<file path="config.mk">
export PLATFORM = sky130hd
export DESIGN_NAME = ice_cream_dispense_arbiter
export DESIGN_NICKNAME = d
export VERILOG_FILES = /design/src/rtl/ice_cream_dispense_arbiter.sv
export SDC_FILE = /design/constraint.sdc
export NUM_CORES = 1
export LEC_CHECK = 0
export ABC_CLOCK_PERIOD_IN_PS = 1800
export CAP_MARGIN = 5
export CORE_MARGIN = 4
export CORE_UTILIZATION = 35
export CTS_BUF_LIST = sky130_fd_sc_hd__clkbuf_16
export DETAILED_ROUTE_END_ITERATION = 8
export GPL_TIMING_DRIVEN = 0
export HOLD_SLACK_MARGIN = 0.12
export PLACE_DENSITY_LB_ADDON = 0.05
export SLEW_MARGIN = 40
export SYNTH_ARGS = -nofsm -noshare
export SYNTH_HDL_FRONTEND = slang
export SYNTH_SLANG_ARGS = --single-unit
</file>
<file path="constraint.sdc">
create_clock -name clk -period 1.8 [get_ports clk]
set_input_delay 0.27 -clock clk [delete_from_list [all_inputs] [get_ports clk]]
set_output_delay 0.27 -clock clk [all_outputs]
set_load 0.02 [all_outputs]
</file>
<file path="src/rtl/ice_cream_dispense_arbiter.sv">
// ice_cream_dispense_arbiter
//   Shares one ball dispenser between two coin front-ends. A pending request
//   is granted round-robin once the stock can cover it. The block then issues
//   one drop pulse per ball, waits for the mechanism-done handshake after each
//   drop, and finally pulses ack to the owner. It also tracks stock with
//   saturating refills and latches a sticky fault if the mechanism stalls.
//
// Optional feature macro: SOLD_OUT_REFUND_EN
//   defined   : an under-stocked request is still granted, but it is answered
//               with ack+refund and no drop.
//   undefined : an under-stocked request waits for a refill; refund is tied 0.
//
// Ports
//   clk        clock
//   reset      synchronous, active-high reset
//   req[1:0]   request level from front-end i, held until ack[i]
//   balls0/1   balls requested by front-end 0/1 (3 is treated as 2)
//   mech_done  dispenser finished the current ball (1-cycle pulse)
//   refill     adds REFILL_QTY balls, saturating at STOCK_MAX
//   drop       1-cycle pulse: dispense one ball
//   grant[1:0] one-hot owner while a service is in progress, else 0
//   ack[1:0]   1-cycle completion pulse to the owner
//   refund[1:0] qualifies ack: request refused for lack of stock
//   busy       arbiter is not idle
//   stock      current ball count
//   fault      mechanism timeout, sticky until reset
module ice_cream_dispense_arbiter #(
  parameter int STOCK_W    = 6,
  parameter int STOCK_INIT = 16,
  parameter int STOCK_MAX  = 63,
  parameter int REFILL_QTY = 16,
  parameter int TIMEOUT    = 15
) (
  input  logic               clk,
  input  logic               reset,
  input  logic [1:0]         req,
  input  logic [1:0]         balls0,
  input  logic [1:0]         balls1,
  input  logic               mech_done,
  input  logic               refill,
  output logic               drop,
  output logic [1:0]         grant,
  output logic [1:0]         ack,
  output logic [1:0]         refund,
  output logic               busy,
  output logic [STOCK_W-1:0] stock,
  output logic               fault
);

  localparam logic [2:0] ST_IDLE  = 3'd0;
  localparam logic [2:0] ST_DROP  = 3'd1;
  localparam logic [2:0] ST_WAIT  = 3'd2;
  localparam logic [2:0] ST_ACK   = 3'd3;
  localparam logic [2:0] ST_FAULT = 3'd4;

  localparam int CNT_W = $clog2(TIMEOUT + 1);

  logic [2:0]         state_q, state_d;
  logic [STOCK_W-1:0] stock_q, stock_d;
  logic               rr_q, rr_d;
  logic [1:0]         grant_q, grant_d;
  logic [1:0]         remaining_q, remaining_d;
  logic [CNT_W-1:0]   wait_cnt_q, wait_cnt_d;

  logic [1:0] balls_in [2];
  logic [1:0] eff      [2];
  logic [1:0] enough;
  logic [1:0] eligible;
  logic       pick;

  assign balls_in[0] = balls0;
  assign balls_in[1] = balls1;

  for (genvar gi = 0; gi < 2; gi++) begin : g_req
    assign eff[gi]    = (balls_in[gi] == 2'd3) ? 2'd2 : balls_in[gi];
    assign enough[gi] = (STOCK_W'(eff[gi]) <= stock_q);
`ifdef SOLD_OUT_REFUND_EN
    assign eligible[gi] = req[gi];
`else
    assign eligible[gi] = req[gi] & enough[gi];
`endif
  end

  // Requester 1 wins when it is the only candidate or when the round-robin
  // pointer favours it in a tie.
  assign pick = eligible[1] & (~eligible[0] | rr_q);

`ifdef SOLD_OUT_REFUND_EN
  logic refund_q, refund_d;
  logic short_pick;
  assign short_pick = ~enough[pick];
`endif

  // Stock update: refill and drop can coincide; widen by one bit so the sum
  // cannot wrap before saturation.
  logic [STOCK_W:0] stock_sum;
  always_comb begin
    stock_sum = {1'b0, stock_q};
    if (refill) begin
      stock_sum = stock_sum + (STOCK_W+1)'(REFILL_QTY);
    end
    if (state_q == ST_DROP) begin
      stock_sum = stock_sum - (STOCK_W+1)'(1);
    end
    if (stock_sum > (STOCK_W+1)'(STOCK_MAX)) begin
      stock_d = STOCK_W'(STOCK_MAX);
    end else begin
      stock_d = stock_sum[STOCK_W-1:0];
    end
  end

  always_comb begin
    state_d     = state_q;
    rr_d        = rr_q;
    grant_d     = grant_q;
    remaining_d = remaining_q;
    wait_cnt_d  = wait_cnt_q;
`ifdef SOLD_OUT_REFUND_EN
    refund_d    = refund_q;
`endif
    case (state_q)
      ST_IDLE: begin
        if (|eligible) begin
          grant_d     = pick ? 2'b10 : 2'b01;
          remaining_d = eff[pick];
`ifdef SOLD_OUT_REFUND_EN
          refund_d    = short_pick;
          state_d     = (short_pick || eff[pick] == 2'd0) ? ST_ACK : ST_DROP;
`else
          state_d     = (eff[pick] == 2'd0) ? ST_ACK : ST_DROP;
`endif
        end
      end
      ST_DROP: begin
        // mech_done is deliberately not looked at here.
        remaining_d = remaining_q - 2'd1;
        wait_cnt_d  = '0;
        state_d     = ST_WAIT;
      end
      ST_WAIT: begin
        // A done pulse in the last allowed cycle still counts as on time.
        if (mech_done) begin
          state_d = (remaining_q != 2'd0) ? ST_DROP : ST_ACK;
        end else if (wait_cnt_q == CNT_W'(TIMEOUT - 1)) begin
          state_d = ST_FAULT;
        end else begin
          wait_cnt_d = wait_cnt_q + CNT_W'(1);
        end
      end
      ST_ACK: begin
        // Hand the tie-break to whoever was not just served.
        rr_d    = grant_q[0];
        state_d = ST_IDLE;
      end
      ST_FAULT: begin
        state_d = ST_FAULT;
      end
      default: begin
        state_d = ST_IDLE;
      end
    endcase
  end

  always_ff @(posedge clk) begin
    if (reset) begin
      state_q     <= ST_IDLE;
      stock_q     <= STOCK_W'(STOCK_INIT);
      rr_q        <= 1'b0;
      grant_q     <= 2'b00;
      remaining_q <= 2'd0;
      wait_cnt_q  <= '0;
`ifdef SOLD_OUT_REFUND_EN
      refund_q    <= 1'b0;
`endif
    end else begin
      state_q     <= state_d;
      stock_q     <= stock_d;
      rr_q        <= rr_d;
      grant_q     <= grant_d;
      remaining_q <= remaining_d;
      wait_cnt_q  <= wait_cnt_d;
`ifdef SOLD_OUT_REFUND_EN
      refund_q    <= refund_d;
`endif
    end
  end

  // All outputs are decoded from registered state only.
  assign drop  = (state_q == ST_DROP);
  assign grant = (state_q == ST_DROP || state_q == ST_WAIT || state_q == ST_ACK) ? grant_q : 2'b00;
  assign ack   = (state_q == ST_ACK) ? grant_q : 2'b00;
  assign busy  = (state_q != ST_IDLE);
  assign fault = (state_q == ST_FAULT);
  assign stock = stock_q;
`ifdef SOLD_OUT_REFUND_EN
  assign refund = (state_q == ST_ACK && refund_q) ? grant_q : 2'b00;
`else
  assign refund = 2'b00;
`endif

endmodule

</file>
# After elaboration in Yosys (flattened, before gate mapping)
# Index checks and enable logic that the tools add are counted.
# op_classes
bitwise_logic	6
add_sub_neg	4
n_reduce_logical	14
n_lt_le_gt_ge	4
n_mux	22
eq_ne	11
# op_table
cell	n
$mux W2	11
$mux W7	2
$le A2 B6 Y1	2
$pmux W3 S4	1
$mux W3	3
$mux W4	2
$pmux W4 S2	1
$add A6 B5 Y7 const B	1
$gt A7 B6 Y1 const B	1
$sub A7 B1 Y7 const B	1
$eq A3 B2 Y1 const B	2
$mux W6	1
$ne A2 B2 Y1 const B	3
$reduce_and A2 Y1	3
$reduce_bool A2 Y1	3
$add A4 B1 Y4 const B	1
$eq A2 B2 Y1 const B	2
$eq A4 B4 Y1 const B	1
$pmux W2 S2	1
$reduce_or A2 Y1	2
$and A1 B1 Y1	3
$eq A3 B1 Y1 const B	1
$eq A3 B3 Y1 const B	1
$logic_not A3 Y1	1
10 further kinds	11
# totals
wordCells	68
in_bits	10
out_inout_bits	15
ff_bits	18

# Depth between registers and ports, before layout
# Gate-level depths: netlist of the first run.
# depth
depth_word	15
depth_mapped	9

# Least setup slack after synthesis of the first run
# No wires, ideal clock.
# synth_timing
path_kind	register -> register
start	register stock_q[4] (netlist: stock[4])
end	register remaining_q[0]
t_arrival_ns	1.923
required_ns	1.719
setup_ns	0.081
setup_slack_ns	-0.204
path_buffers	0
stages_incl_launch_ff	8
path_cell_list	dfxtp_1 -> inv_1 -> ha_1 -> or3b_1 -> a221o_1 -> a32o_1 -> or2_0 -> a41oi_1
# synth_via
elab_chain_cells	11
# synth_rtl
item	line_no	source
from (decl)	59	logic [STOCK_W-1:0] stock_q, stock_d;
from (signal assigned)	167	stock_q <= STOCK_W'(STOCK_INIT);
from (signal assigned)	177	stock_q <= stock_d;
$le A2 B6 Y1	76	assign enough[gi] = (STOCK_W'(eff[gi]) <= stock_q);
$and A1 B1 Y1	80	assign eligible[gi] = req[gi] & enough[gi];
$not A1 Y1	86	assign pick = eligible[1] & (~eligible[0] | rr_q);
$or A1 B1 Y1	86	
$and A1 B1 Y1	86	
$not A1 Y2 (implied by the code)	125	remaining_d = eff[pick];
$mux W2 (implied by the code) (3 in series)	125	
$mux W2	123	if (|eligible) begin
$pmux W2 S2	121	case (state_q)
to (signal assigned)	180	remaining_q <= remaining_d;
to (decl)	62	logic [1:0] remaining_q, remaining_d;
# Several ways; a longest one is shown, not always the timed one. The select of a mux whose other input is x is not followed.
# A chain may end at the register's enable or synchronous reset.

# Final worst setup path of the first run
# layout_timing
start	register stock_q[4] (netlist: stock[4])
end	register state_q[1]
# layout_via
elab_chain_cells	13
# layout_rtl
item	line_no	source
$le A2 B6 Y1	76	
$and A1 B1 Y1	80	
$not A1 Y1	86	
$or A1 B1 Y1	86	
$and A1 B1 Y1	86	
$not A1 Y2 (implied by the code)	130	state_d = (eff[pick] == 2'd0) ? ST_ACK : ST_DROP;
$mux W2 (implied by the code) (3 in series)	130	
$logic_not A2 Y1	130	
$mux W2	130	
$mux W3	123	
$pmux W3 S4	121	
to (signal assigned)	176	state_q <= state_d;
to (decl)	58	logic [2:0] state_q, state_d;
# Several ways; a longest one is shown, not always the timed one. The select of a mux whose other input is x is not followed.

==> results of run 1 <==
[registers in the layout (all words and copies together), names as in the netlist]
| register | cells |
|---|---|
| stock | 6 |
| remaining_q | 2 |
| wait_cnt_q | 4 |
| grant_q | 2 |
| rr_q | 1 |
| state_q | 3 |
[layout make-up]
type | instances | area [sq um] | share of cell area (%)
Buffer | 9 | 57.6 | 3.17
Timing Repair Buffer | 29 | 264 | 14.6
Clock inverter | 1 | 3.75 | 0.207
Tap cell | 48 | 60.1 | 3.31
Inverter | 8 | 35.0 | 1.93
Multi-Input combinational cell | 118 | 947 | 52.2
Clock buffer | 3 | 75.1 | 4.14
Sequential cell | 18 | 372 | 20.5
[worst reg2reg max path, cell delays in order (launching register included)]
cell and delay, ns:
dfxtp_4 0.34, inv_2 0.06, ha_4 0.12, or3b_1 0.35, a221o_1 0.31, a32o_2 0.28, mux2i_2 0.18, o32ai_1 0.21
[report_power, final]
group	internal [uW]	switching, uW
Combinational	833	861
Sequential	539	126
Clock	295	156
[per-stage QoR]
| step | total power, uW | area, sq um |
|---|---|---|
| finish | 2810 | 1810 |
| global route | 3040 | 1810 |
| CTS | 2810 | 1790 |
| detailed placement | 2210 | 1620 |
| global placement | 2180 | 1620 |
| floorplan | 1780 | 1350 |
[cell families after synthesis]
group / Yosys count
AO/OA/AOI/OAI: 27
multiplexers: 6
adder cells (fa/ha/maj): 10
other: 1
flip-flops: 18
XOR/XNOR: 8
AND/OR/NAND/NOR: 65
buffers and inverters: 19
[path summary, 6_finish.rpt]
path                      to  slack, ns  cells past startpoint
setup reg to reg  state_q[1]      -0.14                      7
hold / removal    state_q[0]       0.35                      3
hold reg to reg   grant_q[0]       0.49                      2
setup / recovery  state_q[1]      -0.14                      7
[metal layers]
metal	vias up	wire [um]	global-route usage, %
met5	-	0	0
met4	0	19	3.25
met3	2	100	3.33
met2	14	1510	23.4
met1	539	1480	17.8
li1	604	-	-
[cell usage in the layout, fill, tap and decap left out, drive strengths merged, types with 3 or more instances in the layout]
| cell | count |
|---|---|
| nand2 | 12 |
| nor3 | 3 |
| a21oi | 10 |
| dfxtp | 18 |
| dlygate4sd2 | 8 |
| nor3b | 3 |
| clkdlybuf4s50 | 10 |
| inv | 7 |
| xnor2 | 4 |
| nor2 | 15 |
| nor2b | 3 |
| buf | 14 |
| or3b | 3 |
| clkbuf | 7 |
| nand2b | 11 |
| ha | 10 |
| xor2 | 4 |
| mux2i | 5 |
| nand3 | 4 |
| and3 | 3 |
[repair_timing]
action	CTS	global route
buffers inserted	5	3
pin swaps	6	7
setup endpoints to repair	20	17
resized for setup	28	10
==> results.txt, run 1 <==
----------------------------------------------------
[Worst hold path]
  Class of the most critical hold timing path ... in -> reg
  Startpoint of the most critical hold path ... mech_done

[Detailed routing]
  Vias per cell ... 4.95
  Drt first-iter violations ... 29
  Detailed-route wire length ... 3110 um
  Vias ... 1159
  Pre-antenna DRT Iters ... 4
  DRC violation count after routing ... 0
  Number of nets with antenna violations after detailed routing ... 0
  Detailed-route wire length per cell ... 13.3 um

[Synth]
  Number of different library cells in the post-synthesis netlist ... 48
  Number of enable flip-flop cells after synthesis ... 0
  Compound-gate portion of the synthesized area ... 17.4%
  Gate Count Post-Synth ... 154
  Mean instance size in the synthesized netlist ... 8.54 sq um
  Leading cell type by number of instances after synthesis ... dfxtp_1
  Multiplexer share of the synthesized area ... 4.66%
  Syn. warnings ... 0
  Register bit count reported by yosys ... 18
  Post-Synth XOR/XNOR Area ... 5.33%
  Share of the synthesized area in the top cell type ... 27.4%
  Synth area leader ... dfxtp_1
  Adder-cell share of the synthesized area ... 9.51%
  Post-synthesis sequential area ratio ... 27.4%
  Leading post-synthesis cells by cell area ... dfxtp_1, ha_1, nand2b_1
  Async S/R FF share, synth ... 0%
  Most frequent cells after synthesis ... dfxtp_1, nor2_1, nand2_1, nand2b_1, ha_1
  Largest family of logic cells by synthesized area ... simple AND/OR/NAND/NOR gates
  Main flop type after synthesis ... dfxtp_1
  Mapped Area ... 1320 sq um
  Post-Synth Simple-Gate Area ... 27.7%

[Floorplan]
  Full die area ... 4800 sq um
  Width of the chip ... 69.3 um
  Std-Cell Rows ... 22
  CORE AREA ... 3630 sq um
  Vertical die dimension ... 69.3 um
  Initial core utilization ... 36.2%
  IO Pins ... 25

[Global routing]
  Maximum number of pins on one net before global-route repair ... 11
  Global route overflow ... 0
  Total routing usage reported by global routing ... 13.9%
  Number of antenna violations at the first check in global routing ... 0
  Vias in the first global route ... 1121
  Wire length of the first global-routing pass ... 5450 um

[Timing]
  Final period utilization ... 108%
  Number of endpoints failing setup at the final stage ... 4
  Timing-limited maximum frequency ... 516 MHz
  Slew Limit Fails ... 0
  Hold Vio Cnt, Final ... 0
  Clock Skew ... 0.00125 ns
  Worst hold margin ... 0.350 ns
  Remaining max-slew budget at the tightest pin ... 57.0%
  Worst-case setup margin in the final layout ... -0.138 ns
  Setup TNS ... -0.440 ns
  Minimum clock period ... 1.94 ns
  Slew at the pin closest to its max-slew limit ... 0.645 ns
  RSZ-0062 raised after global routing ... yes

[Setup path]
  Setup crit start kind ... flop
  Crit-path max FO ... 6
  Worst path bufs/invs ... 1
  Signal arrival time at the worst endpoint ... 2.10 ns
  Critical Path Start ... stock[4]
  Crit path required time ... 1.96 ns
  CP max stage delay ... 0.35 ns
  CP delay by family, top ... compound AO/OA/AOI/OAI gates
  Ordered list of cells on the worst path ... inv_2, ha_4, or3b_1, a221o_1, a32o_2, mux2i_2, o32ai_1
  Max stage delay cell, worst path ... or3b_1
  Category of the most critical setup path ... reg -> reg
  Reg-to-reg critical path startpoint ... stock[4]
  Kind of end point of the critical path ... flop

[Run status]
  Run status ... finished with violations
  Failing checks ... setup timing

[Final layout]
  Fraction of final layout cells with drive strength greater than 1 ... 26.3%
  Net count reported at finish ... 207
  Area Overhead vs Synth ... 38.0%
  Number of fill cells in the layout ... 361
  Post-Route Utilization ... 49.9%
  Post-layout instance count excluding filler cells ... 234
  N_diodes ... 0

[Power]
  Static power due to leakage ... 0.000747 uW
  Max rail drop VDD ... 0.652 mV
  Pwr per Cell Area ... 1550 nW/um^2

[Clock network]
  Clk sinks ... 18
  Number of buffers created by CTS ... 3
  # hold bufs at CTS ... 0
  Maximum buffer depth of the clock tree ... 2
  Clock latency on the worst-skew pair ... 0.25 ns
  Master cell of the clock root buffer ... clkbuf_16
  Clock-pin slew reported for the worst setup and hold paths after clock tree synthesis ... 0.05 ns
  TritonCTS clock tree ... yes
  H-tree depth reported by CTS ... 1

[Placed design]
  Final weighted congestion in routability-driven placement ... 0.751
  Quantity of I/O buffers inserted on ports ... 21
  Dpl ws ... -0.585 ns
  Placed wire-length estimate ... 2300 um
  Count of placed standard cells including taps ... 224

[Job]
  Max-cap violation count ... 0

----------------------------------------------------
Note: power is estimated with default switching activity, not from simulation.
==> inputs of run 2 (changes only) <==
RECOVER_POWER = 50   (was default)
==> run 2 against run 1 <==
Sequential power hardly changed. Via count fell by 0.17%. Die area stayed put. Critical path type unchanged. Count of clock-buffer cells in the layout unchanged. The run still ends with setup timing left. Final area down 0.62%. Core utilization decreased by 0.31 points. Total power fell by 1.1%. Largest cell class unchanged.
==> results.txt, run 2 (synthesis gave the netlist of run 1 again) <==
----------------------------------------------------
[Clock network]
  Master cell of the clock root buffer ... clkbuf_16
  TritonCTS clock tree ... yes
  Clock-pin slew reported for the worst setup and hold paths after clock tree synthesis ... 0.05 ns (about the same)
  Maximum buffer depth of the clock tree ... 2 (unchanged)
  Clk sinks ... 18 (unchanged)
  Number of buffers created by CTS ... 3 (unchanged)
  Clock latency on the worst-skew pair ... 0.25 ns (about the same)
  H-tree depth reported by CTS ... 1 (unchanged)
  # hold bufs at CTS ... 0 (unchanged)

[Detailed routing]
  DRC violation count after routing ... 0 (unchanged)
  Pre-antenna DRT Iters ... 4 (unchanged)
  Vias ... 1157 (-0.17%)
  Detailed-route wire length ... 3110 um (about the same)
  Vias per cell ... 4.94 (-0.17%)
  Number of nets with antenna violations after detailed routing ... 0 (unchanged)
  Detailed-route wire length per cell ... 13.3 um (about the same)
  Drt first-iter violations ... 27 (-6.9%)

[Floorplan]
  CORE AREA ... 3630 sq um (unchanged)
  Full die area ... 4800 sq um (unchanged)
  IO Pins ... 25 (unchanged)
  Vertical die dimension ... 69.3 um (unchanged)
  Initial core utilization ... 36.2% (unchanged)
  Width of the chip ... 69.3 um (unchanged)
  Std-Cell Rows ... 22 (unchanged)

[Setup path]
  CP delay by family, top ... compound AO/OA/AOI/OAI gates
  Setup crit start kind ... flop
  Kind of end point of the critical path ... flop
  Crit path required time ... 1.96 ns (about the same)
  CP max stage delay ... 0.35 ns (about the same)
  Ordered list of cells on the worst path ... inv_2, ha_4, or3b_1, a221o_1, a32o_2, mux2i_2, o32ai_1
  Crit-path max FO ... 6 (unchanged)
  Signal arrival time at the worst endpoint ... 2.10 ns (about the same)
  Category of the most critical setup path ... reg -> reg
  Worst path bufs/invs ... 1 (unchanged)
  Max stage delay cell, worst path ... or3b_1
  Reg2reg setup slack ... -0.14 ns (about the same)

[Global routing]
  Gr busiest metal ... met2
  Number of antenna violations at the first check in global routing ... 0 (unchanged)
  Maximum number of pins on one net before global-route repair ... 11 (unchanged)
  Met2 GRT Util ... 23.4% (unchanged)
  Wire length of the first global-routing pass ... 5450 um (unchanged)
  Global route overflow ... 0 (unchanged)
  Met3 usage in global routing ... 3.33% (unchanged)
  Met1 Usage GRT ... 17.8% (unchanged)
  Total routing usage reported by global routing ... 13.9% (unchanged)
  Vias in the first global route ... 1121 (unchanged)

[Final layout]
  Post-Route Utilization ... 49.6% (-0.31 points)
  Number of flip-flops under the largest register name ... 6 (unchanged)
  Post-layout instance area ... 1800 sq um (-0.62%)
  Most frequent cells in the layout ... nor2_1, dfxtp_1, nand2_1
  Fraction of final layout cells with drive strength greater than 1 ... 26.3% (unchanged)
  Area Overhead vs Synth ... 37.1%
  Most common library cell in the layout ignoring fill and taps ... nor2_1
  Post-layout instance count excluding filler cells ... 234 (unchanged)
  Net count reported at finish ... 207 (unchanged)
  N_diodes ... 0 (unchanged)
  Number of fill cells in the layout ... 363 (+0.55%)

[Timing]
  Worst hold margin ... 0.350 ns (-0.000161 ns)
  Hold Vio Cnt, Final ... 0 (unchanged)
  Remaining max-slew budget at the tightest pin ... 57.3% (+0.28 points)
  Timing-limited maximum frequency ... 517 MHz (+0.11%)
  Slew at the pin closest to its max-slew limit ... 0.641 ns (-0.00422 ns)
  Minimum clock period ... 1.94 ns (-0.00215 ns)
  Worst-case setup margin in the final layout ... -0.136 ns (+0.00215 ns)
  RSZ-0062 raised after global routing ... yes
  Clock Skew ... 0.00212 ns (+0.000872 ns)
  Slew Limit Fails ... 0 (unchanged)
  Number of endpoints failing setup at the final stage ... 4 (unchanged)
  Final period utilization ... 108% (-0.12 points)

[Placed design]
  Quantity of I/O buffers inserted on ports ... 21 (unchanged)
  Count of placed standard cells including taps ... 224 (unchanged)
  Placed wire-length estimate ... 2300 um (unchanged)
  Area after DPL ... 1620 sq um (unchanged)
  Final weighted congestion in routability-driven placement ... 0.751 (unchanged)

[Power]
  Static power due to leakage ... 0.000753 uW (+0.82%)
  Pwr per Cell Area ... 1540 nW/um^2 (-0.53%)
  Max rail drop VDD ... 0.639 mV (-2.0%)
  Sum of internal, switching and leakage power ... 2780 uW (-1.1%)

[Run status]
  Run status ... finished with violations
  Failing checks ... setup timing

[Job]
  Max-cap violation count ... 0 (unchanged)

[Worst hold path]
  Class of the most critical hold timing path ... in -> reg

----------------------------------------------------
run 2: changes by cell type in the layout (fill, tap and decap cells not counted):
cell / delta
a311oi_2: +1
clkdlybuf4s50_1: -6
a311oi_4: -1
dlygate4sd3_1: +6
run 2: final timing paths:
check             cells past startpoint          to        from
setup / recovery                      7  state_q[1]    stock[4]
hold reg to reg                       2  grant_q[0]  grant_q[0]
setup reg to reg                      7  state_q[1]    stock[4]
hold / removal                        3  state_q[0]   mech_done
run 2: routing by layer:
layer	part of all wire, %	vias to the layer above
met4	0.61	0
met5	0	-
met1	48	540
met2	49	12
met3	3.1	2
li1	-	603
run 2: power breakdown:
part | internal, uW | leakage, uW | switching [uW]
combinational | 809 | 0.000565 | 856
sequential | 539 | 0.000150 | 124
clock | 295 | 0.0000385 | 155
total | 1640 | 0.000753 | 1130
run 2: area by class of cell:
class | instances | area, sq um | area share (%)
Multi-Input combinational cell | 118 | 936 | 51.9
Inverter | 8 | 35.0 | 1.94
Sequential cell | 18 | 372 | 20.6
Buffer | 9 | 57.6 | 3.19
Tap cell | 48 | 60.1 | 3.33
Clock inverter | 1 | 3.75 | 0.208
Timing Repair Buffer | 29 | 264 | 14.6
Clock buffer | 3 | 75.1 | 4.16
run 2: stage by stage:
stage	setup WS [ns]	TNS, ns
5_1_grt	-0.172	-1.18
6_report	-0.136	-0.434
4_1_cts	-0.142	-0.892
3_5_place_dp	-0.585	-5.27
3_3_place_gp	-0.570	-4.96
2_1_floorplan	-0.0640	-0.184
run 2: repair_timing:
item | 4_1_cts | 5_1_grt
pin swaps | 6 | 7
endpoints found under the setup margin | 20 | 17
gates resized for setup | 28 | 10
buffers inserted | 5 | 3
cloned | 0 | 0
run 2: worst min-delay path, cell delays in order:
cell,delay (ns)
dlymetal6s2s_1,0.14
nand2_1,0.07
a2111oi_1,0.06
==> RTL change, RTL diff (settings of run 1) <==
Add a define of `SOLD_OUT_REFUND_EN`.
--- a/src/rtl/ice_cream_dispense_arbiter.sv
+++ b/src/rtl/ice_cream_dispense_arbiter.sv
@@ -24,6 +24,8 @@
 //   busy       arbiter is not idle
 //   stock      current ball count
 //   fault      mechanism timeout, sticky until reset
+`define SOLD_OUT_REFUND_EN
+
 module ice_cream_dispense_arbiter #(
   parameter int STOCK_W    = 6,
   parameter int STOCK_INIT = 16,
Formal check against the unedited RTL: same outputs for any inputs over 10 cycles, from zero or initial values and one cycle with reset high; that may be too few to reach the edited logic, so the function may still have changed.
==> RTL change against run 1 <==
Wire length rose by 1.2%. Design area fell by 0.97%. Synthesized area rose by 1.4%. Sequential cell count rose by 1. Worst setup slack improved by 0.20 ns. Die area rose by 1.3%. Synthesized cell count fell by 0.65%. Total power fell by 14%. Clock power rose by 2%. Largest cell class unchanged. Highest routed layer unchanged.
==> RTL change: results (changes against run 1) <==
stage,metric,value,unit,change
placement,Placer Congestion,0.7779,,+3.5%
synthesis,Cell variety after synth,44,,-8.3%
grt,first-pass GRT wire length,5319,um,-2.4%
placement,I/O Buffers,23,,+9.5%
synthesis,Adder-Cell Fraction of Synth Area,0.09381,,-0.001339
synthesis,Post-Syn Instances,153,,-0.65%
routing,WL final,3146,um,+1.2%
clocking,buffer count from post-CTS setup fixing,3,,-2
critical_path,crit-path max cell delay,0.38,ns,+0.03 ns
critical_path,Setup crit end,drop,,
outcome,status,finished clean,,
power,Peak VDD IR,0.8230,mV,+26%
power,sequential share of power,0.284,,+0.048
worst_hold_path,WHS Endpoint,stock[0],,
power,Power Clock,463,uW,+2%
routing,initial DRC count,49,,+69%
power,Sw Share,0.4028,,-0.004091
timing,Max-Slew Margin vs Limit,0.6398,,+0.06977
synthesis,post-synthesis mux area share,0.03096,,-0.01567
critical_path,critical path arrival,1.47,ns,-0.63 ns
synthesis,Compound-Gate Fraction of Synth Area,0.1098,,-0.06436
critical_path,Worst R2R Path Depth,8,,+1
timing,Final Setup Violations,0,,-4
finish,ratio of cells with drive above 1 in the final layout,0.2419,,-0.02151
critical_path,r2r endpoint,stock[3],,
worst_hold_path,Worst Min Path Start,reset,,
timing,hold_ws,0.4577,ns,+0.1076 ns
synthesis,Post-synth top cells,"nor2_1 (20), dfxtp_1 (19), nand2_1 (11), ha_1 (10), inv_1 (9)",,
worst_hold_path,WHS Path Cells,2,,-1
grt,vias in the first global route,1184,,+5.6%
timing,Clock Skew,0.002444,ns,+0.001192 ns
synthesis,sequential area share after synthesis,0.2852,,+0.01115
grt,GRT Resource Usage Total,0.1314,,-0.007673
finish,Antenna diodes,0,,unchanged
synthesis,Synth Area in XOR/XNOR,0.05910,,+0.005817
routing,vias per cell,5.060,,+2.2%
clocking,post-CTS resize count,25,,-11%
power,P_sw,970.9,uW,-15%
critical_path,worst reg2reg setup slack,0.11,ns,+0.25 ns
routing,Avg WL per Cell,13.44,um,+1.2%
placement,pre-CTS setup slack,-0.5500,ns,+0.03475 ns
power,P_leak,0.0007558,uW,+1.2%
critical_path,worst r2r src,stock[0],,
critical_path,worst setup path start,state_q[1],,
critical_path,maximum net fanout on the critical path,10,,+4
grt,pin count of the biggest net entering global routing,12,,+1
RTL change: cell types whose count changed in the layout (fill, tap and decap cells not counted), sizes merged, moves of 3 or more:
cell	change
and2	+3
clkbuf	+3
dlygate4sd2	-3
inv	+3
nand2b	-6
nand3	-3
nor2	+6
nor3	+4
nor4	+4
RTL change: critical path: cells and delay by family, from the launching register on:
family,cells,cell delay [ns]
buffers and inverters,4,0.52
flip-flops,1,0.30
AND/OR/NAND/NOR,1,0.38
RTL change: routing by layer:
layer  global-route usage  vias to the layer above  routed length [um]
li1                     -                      602                   -
met1               0.1768                      566                1534
met2               0.2203                       14                1525
met3              0.02319                        2                  73
met4              0.02553                        0                  13
met5                    0                        -                   0
RTL change: area by class of cell:
type                    count  area [um^2]
well taps                  48        60.06
multi-input cells         116        913.4
inverters                  10        45.04
plain buffers               8        56.30
flip-flops and latches     19        390.4
clock buffers               3        75.07
clock inverters             1        5.005
repair buffers             29        251.5
fillers                   363         1864
